**src/rtl/serial_full_adder.sv**
```systemverilog
// Bit-serial adder: one full-adder cell with a registered carry, LSB first, WIDTH cycles per operation.
// Define SERIAL_ADDER_SUB_EN to add the sub port (a-b via inverted b and carry-in of 1).
module serial_full_adder #(
    parameter int unsigned WIDTH = 8
) (
    input  logic             clk,
    input  logic             rst_n,
    input  logic             start,
    input  logic [WIDTH-1:0] a,
    input  logic [WIDTH-1:0] b,
    input  logic             cin,
`ifdef SERIAL_ADDER_SUB_EN
    input  logic             sub,
`endif
    output logic             busy,
    output logic             done,
    output logic [WIDTH-1:0] sum,
    output logic             cout,
    output logic             ovf
);

    localparam int unsigned CW = $clog2(WIDTH);
    localparam logic [CW-1:0] LAST_BIT = CW'(WIDTH - 1);

    typedef enum logic [1:0] {
        S_IDLE,
        S_RUN,
        S_DONE
    } state_t;

    state_t           state_q, state_d;
    logic [WIDTH-1:0] sa_q, sa_d;
    logic [WIDTH-1:0] sb_q, sb_d;
    logic [WIDTH-1:0] sr_q, sr_d;
    logic             c_q, c_d;
    logic [CW-1:0]    cnt_q, cnt_d;
    logic [WIDTH-1:0] sum_q, sum_d;
    logic             cout_q, cout_d;
    logic             ovf_q, ovf_d;

    logic             s_bit;
    logic             c_next;
    logic [WIDTH-1:0] b_load;
    logic             c_load;

    // The full-adder cell this block feeds.
    assign s_bit  = sa_q[0] ^ sb_q[0] ^ c_q;
    assign c_next = (sa_q[0] & sb_q[0]) | (sa_q[0] & c_q) | (sb_q[0] & c_q);

`ifdef SERIAL_ADDER_SUB_EN
    assign b_load = sub ? ~b : b;
    assign c_load = sub ? 1'b1 : cin;
`else
    assign b_load = b;
    assign c_load = cin;
`endif

    always_comb begin
        state_d = state_q;
        sa_d    = sa_q;
        sb_d    = sb_q;
        sr_d    = sr_q;
        c_d     = c_q;
        cnt_d   = cnt_q;
        sum_d   = sum_q;
        cout_d  = cout_q;
        ovf_d   = ovf_q;
        case (state_q)
            S_IDLE: begin
                if (start) begin
                    state_d = S_RUN;
                    sa_d    = a;
                    sb_d    = b_load;
                    c_d     = c_load;
                    cnt_d   = '0;
                    sr_d    = '0;
                end
            end
            S_RUN: begin
                sr_d  = {s_bit, sr_q[WIDTH-1:1]};
                sa_d  = {1'b0, sa_q[WIDTH-1:1]};
                sb_d  = {1'b0, sb_q[WIDTH-1:1]};
                c_d   = c_next;
                cnt_d = cnt_q + CW'(1);
                if (cnt_q == LAST_BIT) begin
                    state_d = S_DONE;
                    sum_d   = sr_d;
                    cout_d  = c_next;
                    // c_q here is the carry into the MSB, so no separate cprev flop is needed.
                    ovf_d   = c_q ^ c_next;
                end
            end
            S_DONE: begin
                state_d = S_IDLE;
            end
            default: begin
                state_d = S_IDLE;
            end
        endcase
    end

    always_ff @(posedge clk) begin
        if (!rst_n) begin
            state_q <= S_IDLE;
            sa_q    <= '0;
            sb_q    <= '0;
            sr_q    <= '0;
            c_q     <= 1'b0;
            cnt_q   <= '0;
            sum_q   <= '0;
            cout_q  <= 1'b0;
            ovf_q   <= 1'b0;
        end else begin
            state_q <= state_d;
            sa_q    <= sa_d;
            sb_q    <= sb_d;
            sr_q    <= sr_d;
            c_q     <= c_d;
            cnt_q   <= cnt_d;
            sum_q   <= sum_d;
            cout_q  <= cout_d;
            ovf_q   <= ovf_d;
        end
    end

    assign busy = (state_q == S_RUN);
    assign done = (state_q == S_DONE);
    assign sum  = sum_q;
    assign cout = cout_q;
    assign ovf  = ovf_q;

endmodule
```
**config.mk**
```make
export PLATFORM = sky130hd
export DESIGN_NAME = serial_full_adder
export DESIGN_NICKNAME = d
export VERILOG_FILES = /design/src/rtl/serial_full_adder.sv
export SDC_FILE = /design/constraint.sdc
export NUM_CORES = 1
export LEC_CHECK = 0
export CAP_MARGIN = 25
export CORE_AREA = 2 2 61 63
export CTS_CLUSTER_DIAMETER = 80
export CTS_CLUSTER_SIZE = 25
export DETAILED_ROUTE_END_ITERATION = 16
export DIE_AREA = 0 0 63 65
export GPL_ROUTABILITY_DRIVEN = 0
export PLACE_DENSITY = 0.77
export SLEW_MARGIN = 10
export SYNTH_ARGS = -nofsm -noshare
export SYNTH_HDL_FRONTEND = slang
export SYNTH_SLANG_ARGS = --single-unit
```
**constraint.sdc**
```tcl
create_clock -name clk -period 1.7 [get_ports clk]
set_clock_uncertainty 0.15 [all_clocks]
set_input_delay 0.17 -clock clk [delete_from_list [all_inputs] [get_ports clk]]
set_output_delay 0.17 -clock clk [all_outputs]
set_load 0.1 [all_outputs]
```
Yosys cells after proc, flatten, opt, wreduce, memory -nomap -nowiden
Index checks and enable logic that the tools add are counted.
{"block": "totals", "output_inout_bits": 12, "latchBits": 0, "ff_bits": 40, "ramBits": 0, "elab_cells": 41, "memories": 0, "in_bits": 20, "romBits": 0}
{"block": "op_classes", "bitwise_logic": 8, "n_mux": 13, "n_shift": 0, "addsub": 1, "reduce_logical": 5, "order_cmp": 0, "multipliers": 0, "n_div": 0, "eq_ne": 5}
{"op": "8-bit one-hot mux with 2 select lines", "n": 3}
{"op": "8-bit two-way mux", "n": 3}
{"op": "3-bit one-hot mux with 2 select lines", "n": 1}
{"op": "2-bit AND reduction", "n": 3}
{"op": "2-bit two-way mux", "n": 2}
{"op": "2-bit one-hot mux with 2 select lines", "n": 1}
{"op": "3-bit by 1-bit adder with 3-bit output (second input constant)", "n": 1}
{"op": "1-bit AND", "n": 3}
{"op": "3-bit == test (second input constant)", "n": 1}
{"op": "3-bit two-way mux", "n": 1}
{"op": "1-bit bitwise XOR", "n": 3}
{"op": "2-bit by 1-bit == test with 1-bit output (second input constant)", "n": 1}
{"op": "2-bit == test (second input constant)", "n": 1}
{"op": "2-bit zero test", "n": 1}
{"op": "2-bit by 1-bit != test with 1-bit output (second input constant)", "n": 1}
{"op": "2-bit != test (second input constant)", "n": 1}
{"op": "1-bit OR", "n": 2}
{"op": "1-bit one-hot mux with 2 select lines", "n": 1}
{"op": "2-bit nonzero test", "n": 1}
{"op": "1-bit two-way mux", "n": 1}

Longest topological paths before layout
Gate-level depths: netlist of the first run.
{"block": "logic_depth", "depth_word": 4, "depth_mapped": 6, "ltp_nobuf": 5}

Worst setup path after synthesis of the first run
No wires, ideal clock.
{"block": "synth_path", "path_type": "flip-flop to output port", "from": "register state_q[0]", "to": "output port done", "t_arrival_ns": 1.930, "path_slack_ns": -0.550, "required_ns": 1.380, "path_stages_with_launch": 4, "path_cell_list": "dfxtp_1 buf_6 buf_4 nor2b_1"}
{"block": "synth_between", "elab_chain_len": 1}
{"item": "start: declaration", "line_no": "31", "source": "state_t state_q, state_d;"}
{"item": "start signal: assignment", "line_no": "114", "source": "state_q <= state_d;"}
{"item": "2-bit == test", "line_no": "127", "source": "assign done = (state_q == S_DONE);"}
{"item": "end: declaration", "line_no": "16", "source": "output logic done,"}
Every way passes these cells.

Final worst setup path of the first run
{"block": "layout_path", "from": "register state_q[1]", "to": "output port busy"}
{"block": "layout_between", "elab_chain_len": 1}
{"item": "2-bit by 1-bit == test with 1-bit output", "line_no": "126", "source": "assign busy = (state_q == S_RUN);"}
{"item": "end: declaration", "line_no": "15", "source": "output logic busy,"}
Every way passes these cells.

==> flow_summary.json, run 1 <==
{
  "run_status": "finished, final reports clean",
  "p_sw_mw": 0.4274,
  "first_pass_iters": 4,
  "ys_seq_elements": 39,
  "sw_frac_of_total_pct": 24.99,
  "cts.clk_slew.worst_paths_ps": 100,
  "root_buffer": "clkbuf_4",
  "post-cts-setup-buffers": 0,
  "synth_fp_nets": 193,
  "wl_um": 3286,
  "ys_seq_area_share_pct": 45.61,
  "layout_commonest_cell": "dfxtp_1",
  "netlist_top_cells_area": "dfxtp_1, mux2i_1, o211a_1",
  "r2r_setup_slack_ps": 130,
  "synthToLayoutAreaGrowth_pct": 29.90,
  "worstSkewPairLatency_ps": 340,
  "clk_path_buf_depth": 2,
  "maxCapViolCount": 0,
  "grt_pass1_vias": 1287,
  "min_from": "a[7]",
  "final-setup-viol-count": 0,
  "grt_max_degree": 40,
  "utilization_pct": 63.60,
  "worst-endpoint-arrival_ps": 1300,
  "n_antenna_cell": 0,
  "antenna_found_initial": 0,
  "synth.distinct_cells": 27,
  "fillers": 311,
  "hold_viol": 0,
  "grt.overflow.total": 0,
  "drt_iter0_drc": 32,
  "die_area_mm2": 0.004095,
  "worst_setup_path_start_kind": "flip-flop",
  "power.share.combinational_pct": 14.6,
  "pin_count": 32,
  "syn_inst": 170,
  "cts_sinks": 39,
  "syn_area_mm2": 0.001712,
  "r2r-end": "sum[4]",
  "min_path_cells": 3,
  "core_area_mm2": 0.003496,
  "static-leakage-power_nw": 0.9608,
  "holdPathEnd": "sa_q[7]",
  "hold_class": "in2reg",
  "vias": 1328,
  "yosys.area.top_type": "dfxtp_1",
  "vias_per_cell": 5.355,
  "ir_drop_mv": 0.4977,
  "grt_pass1_wl_um": 5630,
  "p_per_area_mw_per_mm2": 769.3,
  "die_w_um": 63,
  "yosys_warnings": 0,
  "die-height_um": 65,
  "start_util_pct": 48.96,
  "wire_per_inst_um": 13.25,
  "finalCriticalPeriod_ps": 1623,
  "syn_area_per_cell_um2": 10.07,
  "fmax_mhz": 616.2,
  "htree_levels": 2,
  "ant_nets": 0,
  "p_int_mw": 1.283,
  "numCtsBuffers": 5,
  "required_ps": 1380,
  "finalCritPeriodShare_pct": 95.46,
  "r2r-start": "cnt_q[0]",
  "drive_gt1_share_pct": 17.00,
  "tns_ps": 0,
  "drv_slew": 0,
  "io_buffers": 31,
  "crit_fanout": 11,
  "drc_errors": 0,
  "rsz0062_at_grt": "no",
  "final_cell_mix": "dfxtp_1, nand2_1, clkdlybuf4s50_1",
  "max_slew.worst_pin.slew_ps": 471.0,
  "pwr-share-clk_pct": 27.8,
  "cp-end-kind": "output port",
  "fin_nets": 223,
  "cts_tree": "yes",
  "grt_use_total_pct": 17.50,
  "relSlewSlack_pct": 68.58,
  "pwr-share-seq_pct": 57.6,
  "netlist.area_leader.share_pct": 45.61,
  "dp_hpwl_um": 2451,
  "fp-row-count": 22,
  "rr_worst_depth": 5,
  "critPathKind": "reg2out"
}
## per-layer routing
layer / vias to the layer above / track usage (%) / share of wire, %
li1: 650 / - / -
met1: 635 / 19.02 / 41
met2: 34 / 31.38 / 50
met3: 9 / 4.514 / 5.9
met4: 0 / 8.889 / 2.4
met5: - / 0 / 0
## stage by stage
stage                     hold WS [ps]  area [um2]  cells  power (mW)  setup slack, ps
final                            328.5        2223    248       1.710            77.17
after global routing             343.9        2223    248       1.792            8.933
after CTS                        322.4        2218    248       1.723            46.78
after detailed placement         315.0        2158    241       1.254           -141.2
after global placement           306.2        2158    241       1.240           -36.69
after floorplan                  190.7        1719    170       1.171            173.1
## worst max-delay path by stage
stage	slack, ps	depth (start not counted)	from	end
after global routing	9	3	state_q[1]	busy
after floorplan	170	6	state_q[0]	cnt_q[2]
after detailed placement	-140	4	start	sr_q[6]
final	80	3	state_q[1]	busy
after global placement	-40	4	start	sb_q[7]
after CTS	50	3	state_q[0]	busy
## kinds of logic (layout without fill, tap and decap cells)
group	after synthesis	after routing	synth area share [%]
AO/OA/AOI/OAI	42	42	20.47
XOR/XNOR	1	1	0.5118
adder cells (fa/ha/maj)	3	3	2.631
buffers and inverters	16	46	6.798
flip-flops	39	39	45.61
multiplexers	14	14	8.187
AND/OR/NAND/NOR	55	55	15.79
## flip-flops by register name (all words and copies together), names as in the netlist
register and flops:
cnt_q 3, sum 8, c_q 1, sr_q 7, state_q 2, cout 1
ovf 1, sb_q 8, sa_q 8
## critical path, stage by stage (launching register included)
cell	delay, ps
dfxtp_2	380
nand2b_1	230
inv_4	160
buf_12	190
## power by group through the flow
stage | clock [mW] | combinational (mW) | sequential, mW
after detailed placement | 0 | 0.248 | 1.01
after floorplan | 0 | 0.176 | 0.994
after global routing | 0.527 | 0.274 | 0.991
after global placement | 0 | 0.238 | 1.00
after CTS | 0.488 | 0.250 | 0.984
final | 0.476 | 0.249 | 0.985
## final cells by class
cell class | count | area (um2) | area share, %
clock inverters | 1 | 5.005 | 0.2251
repair buffers | 37 | 488.0 | 21.95
flip-flops and latches | 39 | 783.3 | 35.23
multi-input cells | 115 | 825.8 | 37.14
inverters | 2 | 10.01 | 0.4502
clock buffers | 6 | 51.30 | 2.307
well taps | 48 | 60.06 | 2.701
## repair_timing
item                                    4_1_cts  5_1_grt
hold buffers                                  0        0
endpoints found under the setup margin        1        9
gates resized for setup                       3        2
## cells in the mapped netlist, drive strengths merged
cell type  instances
o21ba              1
o21bai             1
o21ai              1
nand3b             1
nor3b              2
nand2b             1
clkbuf             3
and2               1
o221a              2
a21boi             9
o211a             14
a22oi             11
fa                 1
buf               11
dfxtp             39
a21oi              3
inv                2
nor2               2
nor2b             15
ha                 2
and3b              1
mux2i             14
nand2             32
xnor2              1
Power figures use the tool's default switching activity.
==> run 2, diff against run 1 <==
Settings changed: GPL_TIMING_DRIVEN set to 0.
==> run 2 against run 1 <==
First-iteration DRC count up 84%. Worst setup slack got worse by 12 ps. Count of clock-buffer cells in the layout unchanged. Largest power group unchanged.
==> flow_summary.json, run 2 (same netlist as run 1, synthesis figures left out) <==
{
  "utilization_pct": 62.49,
  "static-leakage-power_nw": 0.9434,
  "start_util_pct": 48.96,
  "htree_levels": 2,
  "sw_frac_of_total_pct": 25.96,
  "clk_path_buf_depth": 2,
  "grt.overflow.total": 0,
  "hold_viol": 0,
  "p_sw_mw": 0.4420,
  "min_from": "rst_n",
  "core_area_mm2": 0.003496,
  "cts_sinks": 39,
  "rsz0062_at_grt": "no",
  "pin_count": 32,
  "maxCapViolCount": 0,
  "drt_iter0_drc": 59,
  "place_area_mm2": 0.002079,
  "drc_errors": 0,
  "r2r-start": "cnt_q[0]",
  "fin_nets": 232,
  "vias": 1323,
  "grt_use_total_pct": 17.79,
  "fmax_mhz": 611.5,
  "n_antenna_cell": 0,
  "grt_max_degree": 13,
  "required_ps": 1380,
  "vias_per_cell": 5.128,
  "r2r_setup_slack_ps": 90,
  "cts.clk_slew.worst_paths_ps": 110,
  "worst_setup_path_start_kind": "flip-flop",
  "io_buffers": 30,
  "drv_slew": 0,
  "final_cell_mix": "dfxtp_1, nand2_1, clkdlybuf4s50_1",
  "crit_fanout": 10,
  "root_buffer": "clkbuf_4",
  "slowest_stage": "dfxtp_1",
  "rr_worst_depth": 5,
  "grt_pass1_wl_um": 5678,
  "power.total_mw": 1.702,
  "fp-row-count": 22,
  "max_slew.worst_pin.slew_ps": 544.3,
  "slowest_delay_ps": 330,
  "path_cells": "buf_6 > buf_4 > nor2b_4 > buf_8",
  "holdPathEnd": "cnt_q[2]",
  "pwr-share-seq_pct": 57.6,
  "die_w_um": 63,
  "r2r-end": "ovf",
  "layout_commonest_cell": "dfxtp_1",
  "tns_ps": 0,
  "critPathKind": "reg2out",
  "power.share.combinational_pct": 15.5,
  "die_area_mm2": 0.004095,
  "worst-endpoint-arrival_ps": 1320,
  "wl_um": 3298,
  "ir_drop_mv": 0.4892,
  "run_status": "finished, final reports clean",
  "hold_class": "in2reg",
  "dp_hpwl_um": 2418,
  "antenna_found_initial": 0,
  "synthToLayoutAreaGrowth_pct": 27.63,
  "finalCriticalPeriod_ps": 1635,
  "p_int_mw": 1.260,
  "wire_per_inst_um": 12.78,
  "pwr-share-clk_pct": 26.9,
  "ant_nets": 0,
  "die-height_um": 65,
  "relSlewSlack_pct": 63.88,
  "grt_pass1_vias": 1291,
  "min_path_cells": 2,
  "cts_tree": "yes",
  "worstSkewPairLatency_ps": 340,
  "finalCritPeriodShare_pct": 96.20,
  "p_per_area_mw_per_mm2": 779.2,
  "cp-end-kind": "output port",
  "postLayoutCellArea_mm2": 0.002185,
  "final-setup-viol-count": 0,
  "numCtsBuffers": 5,
  "drive_gt1_share_pct": 17.14,
  "first_pass_iters": 4
}
## run 2: worst max path at each step
stage | start | slack, ps | to
after global routing | state_q[0] | 5 | done
after CTS | state_q[0] | 20 | busy
after detailed placement | state_q[0] | -590 | busy
after floorplan | state_q[0] | 170 | cnt_q[2]
final | state_q[0] | 60 | done
after global placement | state_q[0] | -570 | busy
## run 2: area by class of cell
cell class | instances | area, um2
buffer | 14 | 115.1
clock buffer | 6 | 41.29
clock inverter | 2 | 12.51
fill | 300 | 1311
inverter | 2 | 7.507
multi-input combinational | 115 | 822.0
sequential | 39 | 780.7
tap | 48 | 60.06
timing repair buffer | 32 | 345.3
## run 2: metrics by stage
stage                     std cells  worst slack [ps]  hold WS, ps
after floorplan                 170             173.1        190.7
after global placement          248            -573.2        296.0
after detailed placement        248            -585.6        306.7
after CTS                       257             22.23        30.43
after global routing            258             4.749        61.43
final                           258             64.67        36.13
## run 2: power by group through the flow
stage	combinational (mW)	clock [mW]	sequential (mW)
floorplan	0.176	0	0.994
global placement	0.245	0	1.00
detailed placement	0.254	0	1.00
CTS	0.263	0.470	0.981
global route	0.291	0.512	0.986
finish	0.264	0.458	0.980
## run 2: what timing repair did
item,CTS,global route
resized for setup,47,2
hold endpoints to repair,7,0
hold buffers,1,0
endpoints found under the setup margin,12,2
setup buffers,0,1
## run 2: critical path, delay by kind of cell (launching register included)
kind	cells	cell delay, ps
buffers and inverters	3	510
flip-flops	1	330
AND/OR/NAND/NOR	1	130
## run 2: layer usage
metal  track usage, %  part of all wire, %
met1            18.99                   44
met2            34.04                   50
met3            4.861                  4.8
met4            5.000                  1.3
met5                0                    0
